==> src/rtl/veririsc_pkg.sv <==
// Shared VeriRISC types and bus widths used by the controller, loader, arbiter and memory model.
package veririsc_pkg;

  localparam int MEM_AWIDTH = 5;
  localparam int MEM_DWIDTH = 8;

  typedef enum logic [1:0] {
    ARB_CPU,
    ARB_LD,
    ARB_LOCK
  } arb_state_e;

  typedef enum logic [1:0] {
    OWN_NONE,
    OWN_CPU,
    OWN_LD
  } owner_e;

endpackage

==> src/rtl/mem_arbiter.sv <==
// Single-port memory arbiter between the CPU controller and the loader/debug port:
// CPU priority, starvation relief for the loader, and a bounded exclusive loader lock.
module mem_arbiter
  import veririsc_pkg::*;
#(
  parameter int AWIDTH     = MEM_AWIDTH,
  parameter int DWIDTH     = MEM_DWIDTH,
  parameter int STARVE_MAX = 4,
  parameter int LOCK_MAX   = 8
) (
  input  logic              clk,
  input  logic              reset_n,
  input  logic              cpu_req,
  input  logic              cpu_wr,
  input  logic [AWIDTH-1:0] cpu_addr,
  input  logic [DWIDTH-1:0] cpu_wdata,
  output logic              cpu_gnt,
  output logic              cpu_rvalid,
  input  logic              ld_req,
  input  logic              ld_wr,
  input  logic [AWIDTH-1:0] ld_addr,
  input  logic [DWIDTH-1:0] ld_wdata,
  input  logic              ld_lock,
  output logic              ld_gnt,
  output logic              ld_rvalid,
  output logic [DWIDTH-1:0] rdata,
  output logic [AWIDTH-1:0] mem_addr,
  output logic [DWIDTH-1:0] mem_wdata,
  output logic              mem_rd,
  output logic              mem_wr,
  input  logic [DWIDTH-1:0] mem_rdata,
  output logic              cpu_stall
);

  localparam int SW = $clog2(STARVE_MAX + 1);
  localparam int LW = $clog2(LOCK_MAX + 1);
  localparam logic [SW-1:0] STARVE_TOP = SW'(STARVE_MAX);
  localparam logic [LW-1:0] LOCK_TOP   = LW'(LOCK_MAX);

  arb_state_e        state, state_nx;
  logic [SW-1:0]     starve_cnt, starve_nx;
  logic [LW-1:0]     lock_cnt, lock_nx;
  logic              lock_block, lock_block_nx;
  logic              lock_eff;
  owner_e            rd_owner, rd_owner_nx;
  logic [AWIDTH-1:0] addr_q;
  logic [DWIDTH-1:0] wdata_q;

  // NOTE: every output of an always_comb gets a default first, so no path can infer a latch.
  always_comb begin
    cpu_gnt       = 1'b0;
    ld_gnt        = 1'b0;
    state_nx      = state;
    starve_nx     = starve_cnt;
    lock_nx       = lock_cnt;
    lock_block_nx = lock_block;
    lock_eff      = ld_lock & ~lock_block;

    // Grants are forced low while reset is asserted, independent of the clock.
    if (reset_n) begin
      case (state)
        ARB_CPU: begin
          cpu_gnt = cpu_req;
          ld_gnt  = ld_req & ~cpu_req;
        end
        ARB_LD: begin
          ld_gnt  = ld_req;
          cpu_gnt = cpu_req & ~ld_req;
        end
        ARB_LOCK: ld_gnt = ld_req;
        default: ;
      endcase
    end

    if (state != ARB_LOCK) begin
      if (ld_gnt) starve_nx = '0;
      else if (ld_req && starve_cnt != STARVE_TOP) starve_nx = starve_cnt + SW'(1);
    end

    if (!ld_lock) lock_block_nx = 1'b0;

    case (state)
      ARB_CPU: begin
        if (ld_gnt && lock_eff) begin
          state_nx = ARB_LOCK;
          lock_nx  = LW'(1);
        end else if (ld_req && !ld_gnt && starve_nx == STARVE_TOP) begin
          state_nx = ARB_LD;
        end
      end
      ARB_LD: begin
        if (ld_gnt && lock_eff) begin
          state_nx = ARB_LOCK;
          lock_nx  = LW'(1);
        end else if (ld_gnt || !ld_req) begin
          state_nx = ARB_CPU;
        end
      end
      ARB_LOCK: begin
        if (!ld_lock) begin
          state_nx = ARB_CPU;
          lock_nx  = '0;
        end else if (lock_cnt == LOCK_TOP) begin
          // Forced release: the loader must drop ld_lock before it can lock again.
          state_nx      = ARB_CPU;
          lock_nx       = '0;
          lock_block_nx = 1'b1;
        end else begin
          lock_nx = lock_cnt + LW'(1);
        end
      end
      default: state_nx = ARB_CPU;
    endcase
  end

  always_comb begin
    mem_addr    = addr_q;
    mem_wdata   = wdata_q;
    mem_rd      = 1'b0;
    mem_wr      = 1'b0;
    rd_owner_nx = OWN_NONE;
    if (cpu_gnt) begin
      mem_addr  = cpu_addr;
      mem_wdata = cpu_wdata;
      mem_rd    = ~cpu_wr;
      mem_wr    = cpu_wr;
      if (!cpu_wr) rd_owner_nx = OWN_CPU;
    end else if (ld_gnt) begin
      mem_addr  = ld_addr;
      mem_wdata = ld_wdata;
      mem_rd    = ~ld_wr;
      mem_wr    = ld_wr;
      if (!ld_wr) rd_owner_nx = OWN_LD;
    end
  end

  // NOTE: sequential state uses non-blocking assignments so all registers update together at the edge.
  always_ff @(posedge clk or negedge reset_n) begin
    if (!reset_n) begin
      state      <= ARB_CPU;
      starve_cnt <= '0;
      lock_cnt   <= '0;
      lock_block <= 1'b0;
      rd_owner   <= OWN_NONE;
      addr_q     <= '0;
      wdata_q    <= '0;
    end else begin
      state      <= state_nx;
      starve_cnt <= starve_nx;
      lock_cnt   <= lock_nx;
      lock_block <= lock_block_nx;
      rd_owner   <= rd_owner_nx;
      addr_q     <= mem_addr;
      wdata_q    <= mem_wdata;
    end
  end

  assign cpu_rvalid = (rd_owner == OWN_CPU);
  assign ld_rvalid  = (rd_owner == OWN_LD);
  assign rdata      = (rd_owner != OWN_NONE) ? mem_rdata : '0;
  assign cpu_stall  = cpu_req & ~cpu_gnt;

endmodule
==> config.mk <==
export PLATFORM = sky130hd
export DESIGN_NAME = mem_arbiter
export DESIGN_NICKNAME = d
export VERILOG_FILES = /design/src/rtl/veririsc_pkg.sv /design/src/rtl/mem_arbiter.sv
export SDC_FILE = /design/constraint.sdc
export NUM_CORES = 1
export LEC_CHECK = 0
export CAP_MARGIN = 15
export CORE_ASPECT_RATIO = 0.6
export CORE_MARGIN = 1
export CORE_UTILIZATION = 44
export CTS_CLUSTER_SIZE = 25
export DETAILED_ROUTE_END_ITERATION = 10
export GPL_TIMING_DRIVEN = 0
export HOLD_SLACK_MARGIN = 0.12
export MAX_ROUTING_LAYER = met4
export PLACE_DENSITY = 0.83
export SETUP_SLACK_MARGIN = 0.1
export SLEW_MARGIN = 40
export SYNTH_ARGS = -nofsm -noshare
export SYNTH_HDL_FRONTEND = slang
export SYNTH_SLANG_ARGS = --single-unit
==> constraint.sdc <==
create_clock -name clk -period 3.6 [get_ports clk]
set_input_delay 0.36 -clock clk [delete_from_list [all_inputs] [get_ports clk]]
set_output_delay 0.36 -clock clk [all_outputs]
set_load 0.1 [all_outputs]
Yosys cells after proc, flatten, opt, wreduce, memory -nomap -nowiden
Index checks and enable logic that the tools add are counted.
Storage, ports and cells
  logic and storage cells: 80
  input bits: 41
  bits in registers: 25
Cells by class
  reduce and logical (&&, ||, !) cells: 14
  bitwise gates (word level): 10
  eq/ne operators: 12
  $add $sub $neg: 2
  muxes and demuxes: 35
Operator list (number)
  2-to-1 mux 8 bit: 3
  2-to-1 mux 2 bit: 9
  2-to-1 mux 4 bit: 3
  inequality test 3 bit (second input constant): 4
  2-to-1 mux 1 bit: 11
  2-to-1 mux 5 bit: 2
  2-to-1 mux 3 bit: 3
  case mux 4 bit (2 select lines): 1
  inverter 1 bit: 6
  case mux 2 bit (3 select lines): 1
  adder 4 x 1 -> 4 bit (second input constant): 1
  AND 1 bit: 4
  equality test 2 x 1 -> 1 bit (second input constant): 2
  equality test 2 bit (second input constant): 2
  equality test 4 bit (second input constant): 1
  logical AND 1 bit: 4
  case mux 1 bit (2 select lines): 2
  nonzero test 2 bit: 2
  OR reduction 2 bit: 2
  adder 3 x 1 -> 3 bit (second input constant): 1
  equality test 3 bit (second input constant): 1
  AND reduction 3 bit: 1
  zero test 1 bit: 2
  zero test 2 bit: 1
  4 further kinds: 4

Longest topological paths before layout
  depth in word-level cells: 11
  gate-level depth with buffers: 9
  depth with buffers taken out: 7

Worst setup path after synthesis
OpenSTA, ideal clock, no wires.
  path type: flip-flop to output port
  start point: register state[0]
  end point: output mem_wr
  slack: -0.933 ns
  data arrival time: 4.173 ns
  path buffers: 2
  cell stages (with the launch flop): 10
  path through: dfrtp_1 > inv_1 > ha_1 > and2b_1 > o211ai_1 > buf_2 > buf_4 > inv_1 > nand2_1 > o21ai_0
Between the ends
  cells in the longest elaborated chain, start to end: 6
RTL lines
  start, declared: line mem_arbiter.sv:40  | arb_state_e state, state_nx;
  start signal, assigned: line mem_arbiter.sv:148  | state <= state_nx;
  equality test 2 bit / equality test 2 x 1 -> 1 bit (equally long branches): line mem_arbiter.sv:61  | case (state)
  OR reduction 2 bit (no source line)
  case mux 1 bit (2 select lines) (*): line mem_arbiter.sv:61
  2-to-1 mux 1 bit (*): line mem_arbiter.sv:60  | if (reset_n) begin
  named net ld_gnt: line mem_arbiter.sv:24  | output logic ld_gnt,
  2-to-1 mux 1 bit (*): line mem_arbiter.sv:128  | end else if (ld_gnt) begin
  2-to-1 mux 1 bit (*): line mem_arbiter.sv:122  | if (cpu_gnt) begin
  end, declared: line mem_arbiter.sv:30  | output logic mem_wr,
Mark *: on every way through the listed nets, which the timed path passes. The rest lies on a longest branch.

Final worst setup path
  start point: input reset_n
  end point: output mem_addr[0]
Between the ends
  cells in the longest elaborated chain, start to end: 3
RTL lines
  start, declared: line mem_arbiter.sv:12  | input logic reset_n,
  2-to-1 mux 1 bit: line mem_arbiter.sv:60
  2-to-1 mux 5 bit: line mem_arbiter.sv:128
  2-to-1 mux 5 bit (*): line mem_arbiter.sv:122
  end, declared: line mem_arbiter.sv:27  | output logic [AWIDTH-1:0] mem_addr,
Mark *: on every way between the ends. The rest lies on a longest branch, timed or not.

==> results by group <==
Critical path
  • Critical Path Sink: mem_addr[0]
  • Startpoint types: primary input
  • CP Class: in -> out
  • R2R depth: 8
  • R2R Setup Slk: 1.33 ns
  • Required time worst endpoint: 3.24 ns
  • Reg2Reg Capture Point: addr_q[0]
  • Reg-to-reg startpoint: state[1]
  • Crit-path max FO: 27
  • Worst Setup End Kind: output pin
  • Worst EP arrival: 2.88 ns
  • CP startpoint: reset_n

Logic synthesis
  • Cell taking the most area after synthesis: dfrtp_1
  • Post-synthesis register bit count: 25
  • EDFF count, synth: 0
  • Top_reg_cell synth: dfrtp_1
  • Post-Syn Area per Cell: 9.05 um^2
  • Synth Instances: 161
  • Syn. warnings: 0
  • Synth area leaders: dfrtp_1 43%, mux2i_1 8.9%, ha_1 6.9%, o21ai_0 6.9%, nand2_1 6.4%
  • Sequential area share after synthesis: 43.0%
  • Mapped Area: 0.00146 mm^2
  • Async S/R FF share, synth: 100%
  • Library cells used by synthesis: 32
  • Syn nets: 210
  • Yosys top cell area share: 43.0%

Route
  • Router iterations before antenna repair: 4
  • Initial drt markers: 71
  • Vias: 1412
  • Post-Route WL: 3770 um
  • Number of remaining DRC errors: 0
  • DR vias/cell: 5.12
  • Wire length per cell after detailed routing: 13.6 um
  • Post-route ant nets: 0

Flow run
  • Max cap viols: 0

Placed design
  • IO buf count: 68
  • HPWL after DPL: 3010 um
  • Cell count after placement: 271
  • Area after DPL: 0.00204 mm^2
  • GP Congestion: 0.885

Pwr
  • Overall Power: 2.01 mW
  • PwrDens: 957 mW/mm^2
  • Leak Pwr: 1.05 nW
  • Max IR drop VDD: 0.771 mV

Finish
  • Post-Layout Cell Count: 276
  • Most common cell after layout, fill and taps aside: clkdlybuf4s50_1
  • Layout cells sized above 1: 15.4%
  • Final Cell Area: 0.00210 mm^2
  • Area delta synth->final: 44.3%
  • Most frequent cells in the layout: 39 x clkdlybuf4s50_1, 29 x buf_2, 25 x nand2_1, 25 x dfrtp_1, 15 x nor2b_1
  • Layout Nets: 284
  • ANT cells: 0

Clocking
  • Clock buffer depth: 2
  • Clock Sinks: 25
  • TritonCTS Buffers: 3
  • CTS tree: built
  • Clock transition at path regs: 0.08 ns
  • Clk_lat worst skew: 0.26 ns
  • H-tree Lvls: 1
  • Post-CTS Setup Bufs: 0
  • Clock root cell: clkbuf_8

STA
  • Slew headroom: 66.8%
  • Fmax: 308 MHz
  • Post-layout minimum cycle time: 3.24 ns
  • Final Slew Violations: 0
  • Final Cycle Share: 90.1%
  • Skew final: 0.00197 ns
  • RSZ-0062 raised after global routing: false
  • Final setup viols: 0
  • Worst-Margin Slew: 0.502 ns
  • Hold Fails Final Rpt: 0

Hold path
  • Min-Delay Path Class: reg -> reg

Floorplan
  • Die height: 46.6 um
  • Die footprint: 0.00355 mm^2
  • I/O Pins: 69
  • Starting Density: 48.5%
  • Die width: 76.3 um
  • Core ar.: 0.00300 mm^2
  • # rows: 15

GRT
  • Vias in the first global route: 1338
  • Largest net degree at the start of global routing: 28
  • Initial antenna violation count: 0
  • First-pass GRT wire length: 5930 um
  • Tot GR Track Use: 22.7%
  • Remaining Overflow, GRT: 0

Outcome
  • Outcome: finished, final reports clean
## repair_timing
| item | CTS | global route |
|---|---|---|
| endpoints found under the setup margin | 0 | 12 |
| hold endpoints to repair | 25 | 0 |
| hold buffers | 1 | 0 |
| resized for setup | 0 | 1 |
## worst min path at each step
stage	slack [ns]	to	depth (start not counted)	start
final	0.54	lock_block	2	lock_block
after global routing	0.58	lock_cnt[2]	1	lock_cnt[2]
after CTS	0.53	lock_cnt[2]	1	lock_cnt[2]
after detailed placement	0.40	starve_cnt[1]	1	reset_n
after global placement	0.49	lock_cnt[2]	1	lock_cnt[2]
after floorplan	0.06	addr_q[0]	0	reset_n
## cell usage after synthesis, drive strengths merged, types with 2 or more instances
master and number:
nor2b 15, nor3 3, nand3 5, nor2 7, nand2b 2, ha 8, clkbuf 4, inv 9
nand2 25, buf 2, dfrtp 25, a21oi 6, o21ai 20, mux2i 13
## critical path: stages
cell and delay (ns):
dlygate4sd3_1 0.54, clkbuf_4 0.30, nor2b_1 0.22, o211ai_1 0.14, buf_2 0.31, buf_4 0.26
mux2i_1 0.10, o21ai_1 0.17, buf_2 0.46
## where the power goes
group,leakage (nW),internal (mW),switching [mW]
combinational,0.710,0.297,1.11
sequential,0.316,0.388,0.0526
clock,0.0228,0.0789,0.0819
total,1.05,0.764,1.25
## sequential cells by signal (all words and copies together) (netlist names)
register	cells
addr_q	5
lock_block	1
starve_cnt	3
state	2
rd_owner	2
wdata_q	8
lock_cnt	4
## through the flow
stage,hold slack (ns),setup slack (ns),util [%],setup TNS [ns]
after CTS,0.530,0.204,69.9,0
after detailed placement,0.399,0.647,68.1,0
after global placement,0.485,-0.755,72.9,-11.16
after global routing,0.579,0.208,70.0,0
after floorplan,0.0644,-0.188,-,-0.188
final,0.536,0.358,70.0,0
## routing by layer
metal  GRT usage (%)  vias to the layer above  routed length, um
met5               -                        -                  0
li1                -                      694                  -
met1            26.8                      655               1710
met3            6.53                        0                259
met4            3.85                        0                  0
met2            40.2                       63               1800
## cell families after synthesis
| group | share of synthesized area [%] |
|---|---|
| fa+ha+maj | 6.87 |
| compound gates | 14.1 |
| xor+xnor | 0.601 |
| simple gates | 21.6 |
| buf+inv | 4.21 |
| flops | 43.0 |
| mux | 9.71 |
## final cells by class
cell class | count | area, um^2
buffer | 6 | 27.5
clock buffer | 4 | 45.0
fill | 240 | 901
inverter | 9 | 33.8
multi-input combinational | 121 | 769
sequential | 25 | 626
tap | 42 | 52.6
timing repair buffer | 69 | 548
No activity file was read; power rests on OpenSTA's default activity.
